--- src/rtl/calc_memory_arbiter.sv ---
`default_nettype none
// ============================================================================
// Module   : calc_memory_arbiter
// Purpose  : Shares the calculator core's single-port synchronous memory
//            between the fetch stage and the data (load/store) stage.
//            Data has priority; a starvation counter lets fetch through
//            after MAX_STARVE consecutive contended denials. Read data is
//            routed back to the winner one cycle after its grant.
// Revision : 1.0 - initial release
// ============================================================================
module calc_memory_arbiter #(
   parameter int ADDRESS_WIDTH = 10,
   parameter int DATA_WIDTH    = 18,
   parameter int MAX_STARVE    = 3
) (
   input  logic                     CLK,
   input  logic                     Reset,
   input  logic                     Fetch_Req,
   input  logic [ADDRESS_WIDTH-1:0] Fetch_Address,
   output logic                     Fetch_Grant,
   output logic                     Fetch_Valid,
   output logic [DATA_WIDTH-1:0]    Fetch_Data,
   input  logic                     Data_Req,
   input  logic                     Data_Write,
   input  logic [ADDRESS_WIDTH-1:0] Data_Address,
   input  logic [DATA_WIDTH-1:0]    Data_Write_Data,
   output logic                     Data_Grant,
   output logic                     Data_Valid,
   output logic [DATA_WIDTH-1:0]    Data_Read_Data,
   output logic                     Mem_Enable,
   output logic                     Mem_Write,
   output logic [ADDRESS_WIDTH-1:0] Mem_Address,
   output logic [DATA_WIDTH-1:0]    Mem_Write_Data,
   input  logic [DATA_WIDTH-1:0]    Mem_Read_Data,
   output logic [3:0]               Starve_Count
);

   // The counter is 4 bits wide, so the threshold must fit in 1..15.
   generate
      if ((MAX_STARVE < 1) || (MAX_STARVE > 15)) begin : g_bad_max_starve
         $error("calc_memory_arbiter: MAX_STARVE must be in 1..15");
      end
   endgenerate

   localparam logic [3:0] STARVE_LIMIT = 4'(MAX_STARVE);

   logic fetch_win;
   logic data_win;
   logic sel_fetch_q;
   logic sel_data_q;

   // Arbitration: data first, unless fetch has been starved to the limit.
   always_comb begin
      fetch_win = 1'b0;
      data_win  = 1'b0;
      if (!Reset) begin
         if (Fetch_Req && Data_Req) begin
            if (Starve_Count == STARVE_LIMIT) begin
               fetch_win = 1'b1;
            end else begin
               data_win = 1'b1;
            end
         end else begin
            fetch_win = Fetch_Req;
            data_win  = Data_Req;
         end
      end
   end

   assign Fetch_Grant = fetch_win;
   assign Data_Grant  = data_win;

   // Memory command mux; everything is zero on idle cycles.
   always_comb begin
      Mem_Enable     = 1'b0;
      Mem_Write      = 1'b0;
      Mem_Address    = '0;
      Mem_Write_Data = '0;
      if (data_win) begin
         Mem_Enable     = 1'b1;
         Mem_Write      = Data_Write;
         Mem_Address    = Data_Address;
         Mem_Write_Data = Data_Write_Data;
      end else if (fetch_win) begin
         Mem_Enable     = 1'b1;
         Mem_Address    = Fetch_Address;
      end
   end

   // Starvation counter and read-return tags.
   always_ff @(posedge CLK) begin
      if (Reset) begin
         Starve_Count <= 4'd0;
         sel_fetch_q  <= 1'b0;
         sel_data_q   <= 1'b0;
      end else begin
         sel_fetch_q <= fetch_win;
         sel_data_q  <= data_win & ~Data_Write;
         if (fetch_win || !Fetch_Req) begin
            Starve_Count <= 4'd0;
         end else if (data_win && (Starve_Count != STARVE_LIMIT)) begin
            Starve_Count <= Starve_Count + 4'd1;
         end
      end
   end

   // Gating the tags with Reset discards a read granted just before reset.
   assign Fetch_Valid    = sel_fetch_q & ~Reset;
   assign Data_Valid     = sel_data_q & ~Reset;
   assign Fetch_Data     = Fetch_Valid ? Mem_Read_Data : '0;
   assign Data_Read_Data = Data_Valid  ? Mem_Read_Data : '0;

endmodule
`default_nettype wire
--- config.mk ---
export PLATFORM = sky130hd
export DESIGN_NAME = calc_memory_arbiter
export DESIGN_NICKNAME = d
export VERILOG_FILES = /design/src/rtl/calc_memory_arbiter.sv
export SDC_FILE = /design/constraint.sdc
export NUM_CORES = 1
export LEC_CHECK = 0
export CAP_MARGIN = 5
export CORE_UTILIZATION = 22
export DETAILED_ROUTE_END_ITERATION = 8
export PLACE_DENSITY = 0.94
export SYNTH_ARGS = -nofsm -noshare
export SYNTH_HDL_FRONTEND = slang
export SYNTH_SLANG_ARGS = --single-unit
--- constraint.sdc ---
create_clock -name CLK -period 3.25 [get_ports CLK]
set_clock_uncertainty 0.15 [all_clocks]
set_input_delay 0.65 -clock CLK [delete_from_list [all_inputs] [get_ports CLK]]
set_output_delay 0.65 -clock CLK [all_outputs]
set_load 0.05 [all_outputs]
==> insert_results.sql <==
INSERT INTO impl_metrics (metric_group, metric, value, unit) VALUES
('timing', 'timing.fmax', '336.6', 'MHz'),
('synth', 'ys_seq_elements', '6', ''),
('final_layout', 'area_delta_synth_final', '278.7', '%'),
('run', 'max_cap_violations', '0', ''),
('timing', 'setup-tns-final', '0', 'ns'),
('synth', 'syn_area', '752.0', 'µm²'),
('final_layout', 'final_cell_area', '2848', 'µm²'),
('timing', 'drv_slew', '0', ''),
('routing', 'drt.antenna.violating_nets', '0', ''),
('global_route', 'grt_pass1_vias', '1267', ''),
('synth', 'synth_top_flop_cell', 'sky130_fd_sc_hd__dfxtp_1', ''),
('synth', 'synth_enable_flop_cells', '0', ''),
('outcome', 'status', 'completed', ''),
('synth', 'postSynthNetCount', '160', ''),
('final_layout', 'drive_above_1_share', '34.33', '%'),
('floorplan', 'std_cell_rows', '20', ''),
('synth', 'top_count_cell_post_synth', 'sky130_fd_sc_hd__and2_1', ''),
('floorplan', 'die-height', '60.47', 'µm'),
('final_layout', 'antenna_cells_inserted', '0', ''),
('cts', 'cts_buffers', '3', ''),
('cts', 'clkLatencyLatePin', '0.25', 'ns'),
('synth', 'netlist-cell-type-count', '19', ''),
('floorplan', 'floorplan.die_area', '3656', 'µm²'),
('routing', 'wl_per_cell', '15.31', 'µm'),
('worst_hold_path', 'min-delay-start', 'Starve_Count[0]$_SDFFE_PP0P_', ''),
('worst_hold_path', 'hold_path_end', 'Starve_Count[0]$_SDFFE_PP0P_', ''),
('worst_hold_path', 'hold_path_class', 'reg -> reg', ''),
('placement', 'postPlaceCellArea', '2825', 'µm²'),
('timing', 'timing_hold_violations_final', '0', ''),
('placement', 'io_buffer_count', '134', ''),
('global_route', 'grt_remaining_overflow', '0', ''),
('synth', 'synth_top_area_share', '45.76', '%'),
('final_layout', 'final_net_count', '297', ''),
('placement', 'detailedPlacementHpwl', '3782', 'µm'),
('global_route', 'global_route_wire_length_before_repair', '5940', 'µm'),
('synth', 'yosys-top-cells-area', 'sky130_fd_sc_hd__and2_1 (46%), sky130_fd_sc_hd__dfxtp_1 (16%), sky130_fd_sc_hd__a22o_1 (12%), sky130_fd_sc_hd__a211oi_4 (2.7%), sky130_fd_sc_hd__o211a_1 (2.7%)', ''),
('timing', 'grt_setup_unrepaired', 'false', ''),
('cts', 'ctsResizeCount', '0', ''),
('cts', 'post_cts_buffers', '0', ''),
('routing', 'detail_route.wirelength', '4240', 'µm'),
('routing', 'num_vias', '1239', ''),
('worst_hold_path', 'worstHoldPathCells', '1', ''),
('final_layout', 'layout.cells.non_filler', '277', ''),
('routing', 'drt-pass1-iter-count', '2', ''),
('floorplan', 'initial_utilization', '23.85', '%'),
('worst_setup_path', 'rr_worst_depth', '5', ''),
('worst_setup_path', 'crit_type', 'in -> out', ''),
('floorplan', 'horizontal_die_dimension', '60.47', 'µm'),
('global_route', 'gr-usage-all-layers', '22.42', '%'),
('global_route', 'grt_max_degree', '32', ''),
('placement', 'dpl.cell_count', '274', ''),
('worst_setup_path', 'critical_path_peak_fanout', '11', ''),
('floorplan', 'floorplan.io_pins', '135', ''),
('pwr', 'peakVddDrop', '0.1781', 'mV'),
('worst_setup_path', 'rr_startpoint', 'Starve_Count[0]$_SDFFE_PP0P_', ''),
('cts', 'cts_max_path_buffers', '2', ''),
('worst_setup_path', 'timing.reg2reg.setup_slack', '1.54', 'ns'),
('cts', 'cts_tree', 'done', ''),
('cts', 'clk_root_buffer_cell', 'sky130_fd_sc_hd__clkbuf_4', ''),
('synth', 'synth_commonest_cells', 'sky130_fd_sc_hd__and2_1 (55), sky130_fd_sc_hd__a22o_1 (10), sky130_fd_sc_hd__dfxtp_1 (6), sky130_fd_sc_hd__nor2_1 (4)', ''),
('worst_setup_path', 'setup.worst_path.end_class', 'output pin', ''),
('synth', 'netlist_instances', '98', ''),
('synth', 'synth.largest_area_cell', 'sky130_fd_sc_hd__and2_1', ''),
('cts', 'cts.sinks', '6', ''),
('synth', 'ys_async_sr_fraction', '0', '%'),
('timing', 'layout_min_cycle_time', '2.970', 'ns'),
('timing', 'finalSetupViolCount', '0', ''),
('pwr', 'finalPower', '0.0004822', 'W'),
('routing', 'detailedRoute.firstIterationViolations', '28', ''),
('global_route', 'antenna_violations_before_repair', '0', ''),
('pwr', 'pwr_density_cell', '169.3', 'nW/µm²');
critical path, stage by stage:
cell and delay [ns]:
sky130_fd_sc_hd__clkdlybuf4s50_1 0.52, sky130_fd_sc_hd__inv_1 0.15, sky130_fd_sc_hd__o211a_1 0.44, sky130_fd_sc_hd__a22o_1 0.26, sky130_fd_sc_hd__buf_12 0.15
state kept, by name, summed over array words and instances, names as in the netlist:
register	cells
sel_fetch_q	1
sel_data_q	1
Starve_Count	4
how the worst max path moves through the flow:
stage                     endpoint                          from  slack, ns  depth (start not counted)
detailed placement  Mem_Address[7]                         Reset       0.32                          5
finish              Mem_Address[3]                         Reset       0.28                          5
global route        Mem_Address[9]                         Reset       0.23                          5
CTS                 Mem_Address[3]                         Reset       0.31                          5
global placement    Mem_Address[6]                         Reset       0.37                          5
floorplan           Mem_Address[0]  Starve_Count[0]$_SDFFE_PP0P_       0.36                          5
layout make-up:
type	count	area, µm²
Clock buffer	3	22.52
Inverter	2	7.507
Sequential cell	6	120.1
Timing Repair Buffer	138	2059
Tap cell	44	55.05
Multi-Input combinational cell	84	583.1
Fill cell	134	305.3
per-layer routing:
layer  wire length, µm  part of all wire, %  track usage, %
met1              1279                   30           17.50
met2              2377                   56           48.67
met3               529                   12           8.742
met4                53                  1.3           6.494
met5                 0                    0               0
kinds of logic after synthesis:
group	Yosys count	synth area share, %
and+or+nand+nor	68	56.24
buffers and inverters	8	6.488
AOI/OAI and AO/OA	13	16.97
adders and majority gates	1	1.664
xor gates and xnor gates	1	1.165
muxes	1	1.497
DFF	6	15.97
cell usage in the layout, fill, tap and decap left out, drive strengths merged:
| master | instances |
|---|---|
| o211a | 2 |
| clkdlybuf4s50 | 64 |
| xor2 | 1 |
| nand3 | 2 |
| and2 | 55 |
| nor3 | 1 |
| buf | 74 |
| a211oi | 1 |
| a22o | 10 |
| nor2b | 3 |
| clkbuf | 3 |
| nor3b | 2 |
| inv | 2 |
| dfxtp | 6 |
| nand2 | 1 |
| nor2 | 4 |
| ha | 1 |
| mux2 | 1 |
per-stage QoR:
stage / worst slack (ns) / hold slack [ns] / utilization (%)
after floorplan: 0.3582 / 0.5716 / -
after global placement: 0.3712 / 0.3369 / 89.60
after detailed placement: 0.3168 / 0.3526 / 89.60
after CTS: 0.3096 / 0.3642 / 90.32
after global routing: 0.2287 / 0.3808 / 90.32
final: 0.2795 / 0.3706 / 90.32
power breakdown:
group	leakage, nW	switching, W	internal [W]
sequential	0.0488	0.00000102	0.0000755
combinational	1.12	0.000156	0.000180
clock	0.0138	0.0000281	0.0000418
Power figures use the tool's default switching activity.
